===== src/rtl/syscall_unit.sv =====
// syscall_unit: services print_int, print_string, exit and print_char
// syscalls for the pipelined core. Stalls decode while busy, walks data
// memory word by word for strings and streams bytes/integers on a
// valid/ready channel.
// Optional feature macro: SYSCALL_PRINT_INT_EN enables code 1 (print_int).
//
// state  | meaning
// -------+---------------------------------------------------------
// IDLE   | waiting for a supported syscall in decode
// FETCH  | issue word read at {ptr[31:2],2'b00}
// WAIT   | capture returned memory word into word_buf
// EMIT   | present current string byte; NUL or length cap ends it
// INT    | present latched char/integer until accepted
// DONE   | one cycle with stall low so the pipeline moves past
// HALT   | program exited; stall and halt held until reset
module syscall_unit #(
  parameter int MAX_STR_LEN = 256
) (
  input  logic        clk,
  input  logic        reset,
  input  logic        syscall,
  input  logic [31:0] v0,
  input  logic [31:0] a0,
  output logic        mem_rd,
  output logic [31:0] mem_addr,
  input  logic [31:0] mem_data,
  output logic        out_valid,
  input  logic        out_ready,
  output logic [31:0] out_data,
  output logic        out_is_int,
  output logic        stall,
  output logic        halt
);

  localparam int CW = $clog2(MAX_STR_LEN + 1);

  typedef enum logic [2:0] {
    S_IDLE, S_FETCH, S_WAIT, S_EMIT, S_INT, S_DONE, S_HALT
  } state_t;

  state_t      state, state_nxt;
  logic [31:0] ptr, ptr_nxt;
  logic [31:0] word_buf, word_buf_nxt;
  logic [CW-1:0] count, count_nxt;
  logic        code_int, code_str, code_exit, code_char, supported;
  logic [7:0]  cur_byte;

`ifdef SYSCALL_PRINT_INT_EN
  logic        int_mode, int_mode_nxt;
  assign code_int = (v0 == 32'd1);
`else
  assign code_int = 1'b0;
`endif

  assign code_str  = (v0 == 32'd4);
  assign code_exit = (v0 == 32'd10);
  assign code_char = (v0 == 32'd11);
  assign supported = code_int | code_str | code_exit | code_char;

  // Byte lanes are little-endian: ptr[1:0] selects the lane.
  assign cur_byte = word_buf[{ptr[1:0], 3'b000} +: 8];

  // State and datapath registers.
  always_ff @(posedge clk or posedge reset) begin
    if (reset) begin
      state    <= S_IDLE;
      ptr      <= '0;
      word_buf <= '0;
      count    <= '0;
`ifdef SYSCALL_PRINT_INT_EN
      int_mode <= 1'b0;
`endif
    end else begin
      state    <= state_nxt;
      ptr      <= ptr_nxt;
      word_buf <= word_buf_nxt;
      count    <= count_nxt;
`ifdef SYSCALL_PRINT_INT_EN
      int_mode <= int_mode_nxt;
`endif
    end
  end

  // Next-state logic and all outputs; outputs derive from registered
  // state so they stay stable while the consumer backpressures.
  always_comb begin
    state_nxt    = state;
    ptr_nxt      = ptr;
    word_buf_nxt = word_buf;
    count_nxt    = count;
`ifdef SYSCALL_PRINT_INT_EN
    int_mode_nxt = int_mode;
`endif
    mem_rd       = 1'b0;
    mem_addr     = '0;
    out_valid    = 1'b0;
    out_data     = '0;
    stall        = 1'b0;
    halt         = 1'b0;
    case (state)
      S_IDLE: begin
        if (syscall && supported) begin
          stall     = 1'b1;
          ptr_nxt   = a0;
          count_nxt = '0;
`ifdef SYSCALL_PRINT_INT_EN
          int_mode_nxt = code_int;
`endif
          if (code_str)       state_nxt = S_FETCH;
          else if (code_exit) state_nxt = S_HALT;
          else                state_nxt = S_INT;
        end
      end
      S_FETCH: begin
        stall     = 1'b1;
        mem_rd    = 1'b1;
        mem_addr  = {ptr[31:2], 2'b00};
        state_nxt = S_WAIT;
      end
      S_WAIT: begin
        stall        = 1'b1;
        word_buf_nxt = mem_data;
        state_nxt    = S_EMIT;
      end
      S_EMIT: begin
        stall = 1'b1;
        if (cur_byte == 8'h00) begin
          state_nxt = S_DONE;
        end else begin
          out_valid = 1'b1;
          out_data  = {24'h0, cur_byte};
          if (out_ready) begin
            ptr_nxt   = ptr + 32'd1;
            count_nxt = count + 1'b1;
            if (count_nxt == CW'(MAX_STR_LEN)) state_nxt = S_DONE;
            else if (ptr_nxt[1:0] == 2'b00)    state_nxt = S_FETCH;
          end
        end
      end
      S_INT: begin
        stall     = 1'b1;
        out_valid = 1'b1;
`ifdef SYSCALL_PRINT_INT_EN
        out_data  = int_mode ? ptr : {24'h0, ptr[7:0]};
`else
        out_data  = {24'h0, ptr[7:0]};
`endif
        if (out_ready) state_nxt = S_DONE;
      end
      S_DONE: begin
        state_nxt = S_IDLE;
      end
      S_HALT: begin
        stall = 1'b1;
        halt  = 1'b1;
      end
      default: state_nxt = S_IDLE;
    endcase
  end

`ifdef SYSCALL_PRINT_INT_EN
  assign out_is_int = (state == S_INT) && int_mode;
`else
  assign out_is_int = 1'b0;
`endif

endmodule

===== config.mk =====
export PLATFORM = sky130hd
export DESIGN_NAME = syscall_unit
export DESIGN_NICKNAME = d
export VERILOG_FILES = /design/src/rtl/syscall_unit.sv
export SDC_FILE = /design/constraint.sdc
export NUM_CORES = 1
export LEC_CHECK = 0
export ABC_CLOCK_PERIOD_IN_PS = 8090
export BUFFER_PORTS_ARGS = -buffer_cell sky130_fd_sc_hd__buf_2
export CORE_AREA = 5 5 100 102
export CTS_CLUSTER_DIAMETER = 100
export DETAILED_ROUTE_END_ITERATION = 8
export DIE_AREA = 0 0 105 107
export PLACE_DENSITY = 0.85
export SETUP_SLACK_MARGIN = 0.1
export SYNTH_ARGS = -nofsm -noshare
export SYNTH_HDL_FRONTEND = slang
export SYNTH_SLANG_ARGS = --single-unit

===== constraint.sdc =====
create_clock -name clk -period 8.09 [get_ports clk]
set_clock_uncertainty 0.05 [all_clocks]
set_input_delay 0.4045 -clock clk [delete_from_list [all_inputs] [get_ports clk]]
set_output_delay 0.4045 -clock clk [all_outputs]
set_load 0.01 [all_outputs]

Word level (Yosys, flattened, before mapping). Index checks and enable logic that the tools add are counted.

Flip-flop bits (word level): 76. Bits of input ports: 100. Output and inout port bits: 69.

Add/subtract/negate cells: 2. Equality and inequality tests: 15. Shifts and indexed selects: 1. Muxes and demuxes: 26. Bitwise gates (word level): 3. Reduce and logical (&&, ||, !) cells: 8.

Operators with widths (number): 32-bit two-way mux (4); 32-bit by 4-bit == test with 1-bit output, second input constant (2); 32-bit case mux with 2 select lines (1); 32-bit by 1-bit adder with 32-bit output, second input constant (1); 32-bit by 3-bit == test with 1-bit output, second input constant (1); 32-bit by 6-bit indexed part select with 8-bit output (1); 9-bit two-way mux (3); 3-bit two-way mux (7); 3-bit case mux with 6 select lines (1); 9-bit case mux with 2 select lines (1); 8-bit case mux with 2 select lines (1); 9-bit by 1-bit adder with 9-bit output, second input constant (1); 9-bit == test, second input constant (1); 8-bit zero test (1); 8-bit two-way mux (1); 2-bit != test, second input constant (4); 3-bit by 2-bit == test with 1-bit output, second input constant (2); 3-bit == test, second input constant (2); 5-bit AND reduction (1); 5-bit OR reduction (1); 1-bit two-way mux (4); 4-bit != test, second input constant (1); 1-bit case mux with 2 select lines (2); 4-bit AND reduction (1); other kinds (9) (10).

Depth between registers and ports, before layout.
Depth in word-level cells: 7. Depth in mapped cells: 9. Gate-level depth less buffers: 7.

Worst setup path before layout. OpenSTA, ideal clock, no wires.

Path kind: register to output. From: reg ptr[0]. To: out out_valid. Arrival: 2222 ps. Required time: 7635 ps. Setup slack: 5414 ps. Stages on the path, launching flop included: 7. Path through: dfrtp_1 buf_6 mux4_2 or4_4 nor2_1 nor2_1 or2_2.

Longest elaborated chain between the ends: 4.

RTL lines: from (decl) (RTL line 42) `logic [31:0] ptr, ptr_nxt;`; from (signal assigned) (RTL line 75) `ptr <= ptr_nxt;`; 32-bit by 6-bit indexed part select with 8-bit output (RTL line 61) `assign cur_byte = word_buf[{ptr[1:0], 3'b000} +: 8];`; 8-bit zero test (RTL line 127) `if (cur_byte == 8'h00) begin`; 1-bit two-way mux (RTL line 127); 1-bit case mux with 2 select lines (RTL line 100) `case (state)`; to (decl) (RTL line 27) `output logic out_valid,`.

Every way passes these cells.

Worst setup path after layout. Same ends and word-level chain as after synthesis.

==> impl_results.md <==
- Clock-pin slew on the worst setup and hold paths: 0.08 ns
- Die ar.: 11200 sq um
- Post_cts resized: 0
- Remaining Overflow, GRT: 0
- P_sw: 0.000580 W
- Met1 usage: 0.294
- # rows: 35
- Longest Clk Path Bufs: 2
- WP data required: 7.64 ns
- Clk sinks: 76
- Int Pwr: 0.00101 W
- # IOs: 169
- Slew of the pin with the lowest slew margin: 1.21 ns
- # setup viols final: 0
- VDD IR-drop max: 0.207 mV
- Ys async rst share: 1.00
- Detail Route Antenna Nets: 0
- Layout cell share with drive strength beyond 1: 0.334
- DRT iter0 DRCs: 374
- Final Hold Fails: 0
- Worst EP arrival: 3.16 ns
- Sequential Power Share: 0.447
- Setup CP Type: flop to output pin
- Setup TNS: 0 ns
- Slew Limit Headroom: 0.189
- Number of port buffers: 141
- CTS H-tree depth: 3
- Distinct cell type count after synthesis: 56
- DR WL/cell: 17.8 um
- Sw Ratio: 0.364
- Die Wd: 105 um
- Count leader, synth: dfrtp_1
- Core area: 9020 sq um
- RD Place Congestion: 0.895
- Die height: 107 um
- CTS tree: done
- Met3 usage: 0.0759
- PD cells: 284 nW/um^2
- Yosys top cell area share: 0.399
- Worst Hold Class: input pin to flop
- Logic gate share of total power: 0.329
- Area Growth Syn to Fin: 17.8%
- Most used DFF post-synth: dfrtp_1
- Leading post-synthesis cells by cell area: dfrtp_1 (40%), mux2_2 (8.0%), a21oi_1 (4.8%)
- Antenna cells: 0
- Max frequency: 0.277 GHz
- Hold buffer count at CTS: 0
- Post-Layout Cell Count: 755
- DRC: 0
- Nets: 742
- Commonest cells in the netlist: dfrtp_1 (76), a21oi_1 (46), nand2_1 (42)
- Vias/cell: 6.03
- Starting Density: 0.528
- Initial antenna violation count: 0
- Synth Register Bits: 76
- Crit Path Max Fanout: 14
- Syn Area/Cell: 9.17 sq um
- Largest net degree at the start of global routing: 82
- Synth Instances: 520
- Via count: 4556
- Yosys warning total: 0
- CTS Root Cell: clkbuf_8
- Startpoint types: flop
- Met2 track demand over resource: 0.377
- Synth area leader: dfrtp_1
- Pleak: 2.70 nW
- RSZ-0062 raised after global routing: false
- Vias in the first global route: 4416
- Design Power: 0.00159 W
- Worst Setup End Kind: output pin
- Status: complete, no violations
- First-pass GRT wire length: 21400 um
- Register area share after synthesis: 0.399
- CTS buffer count: 9
- Tcrit/Tclk final: 0.447
- Worst setup margin: 4.48 ns
- DR pass1 iterations: 5
- Max Cap Viol: 0
- DRT Wirelength: 13400 um
- Post-Syn Area: 4770 sq um
- Min Tclk post-route: 3.61 ns
- Clk_lat worst skew: 0.36 ns
- Slew Limit Fails: 0
- Post-detail-place hpwl: 9520 um
- Setup Buffers After CTS: 0
- Total GRT Usage: 0.233
- Gr busiest metal: met2
- Pre-CTS setup slack: 4.68 ns
- Clock power share: 0.223
- Dpl cells: 739
- EDFF count, synth: 0
metrics by stage:
step / utilization / instance area [sq um] / hold slack [ns]
after global routing: 0.622 / 5620 / 0.216
final: 0.622 / 5620 / 0.223
after detailed placement: 0.596 / 5380 / 0.444
after CTS: 0.622 / 5620 / 0.210
after floorplan: - / 4860 / 0.407
after global placement: 0.596 / 5380 / 0.434
registers in the layout, indices dropped and copies added, names as in the netlist:
register	cells
state	3
ptr	32
count	9
word_buf	32
worst paths after layout:
check	startpoint	to	slack, ns	cells past startpoint
max	ptr[0]	out_valid	4.48	6
min reg2reg	count[1]	count[1]	0.46	2
min in group asynchronous	reset	word_buf[10]	0.28	3
max in group asynchronous	reset	word_buf[14]	7.06	3
min	mem_data[10]	word_buf[10]	0.22	2
max reg2reg	state[0]	ptr[11]	4.59	6
cells by family (layout without fill, tap and decap cells):
logic type / Yosys count / in the layout / synth area share
flip-flops: 76 / 76 / 0.399
buffers and inverters: 70 / 168 / 0.0822
other: 1 / 27 / 0.000787
adder cells (fa/ha/maj): 3 / 3 / 0.00787
AO/OA/AOI/OAI: 135 / 135 / 0.175
XOR/XNOR: 2 / 2 / 0.00368
multiplexers: 46 / 46 / 0.127
AND/OR/NAND/NOR: 187 / 187 / 0.205
layout by cell type (no fill, tap or decap), drive strengths merged, types with 2 or more instances in the layout:
cell type and n:
ha 3, nor3 8, or2 2, nor2 34
nor4 9, dfrtp 76, xnor2 2, inv 7
a21o 3, bufinv 3, clkbuf 10, mux4 8
nand3 25, buf 145, o21a 2, mux2i 4
a31oi 5, a211oi 2, o22ai 8, a21oi 47
o22a 5, nand2 43, or3 2, nand4 12
and2 5, a311oi 2, conb 27, and3 36
clkinv 3, a22o 9, o31ai 4, mux2 34
o21ai 40, or4 4
critical path: stages, from the launching register on:
cell	delay, ns
dfrtp_1	0.78
mux4_2	0.60
or4_4	0.57
nor2_1	0.27
nor2_1	0.10
or2_2	0.34
buf_2	0.14
power by group through the flow:
stage          Combinational [W]  Sequential [W]  Clock [W]
2_1_floorplan           0.000453        0.000617          0
3_3_place_gp            0.000498        0.000704          0
5_1_grt                 0.000580        0.000735   0.000377
6_report                0.000524        0.000713   0.000356
3_5_place_dp            0.000521        0.000713          0
4_1_cts                 0.000525        0.000707   0.000360
final cells by class:
| cell class | instances | area, sq um |
|---|---|---|
| multi-input cells | 400 | 2570 |
| clock buffers | 10 | 128 |
| fillers | 769 | 3410 |
| well taps | 111 | 139 |
| clock inverters | 6 | 113 |
| inverters | 7 | 26.3 |
| flip-flops and latches | 76 | 1900 |
| repair buffers | 145 | 736 |
per-layer routing:
layer  vias up  part of all wire
met5         -                 0
met4         0             0.024
met3        29              0.11
met2       262              0.47
met1      2157              0.39
li1       2108                 -
Power figures use the tool's default switching activity.
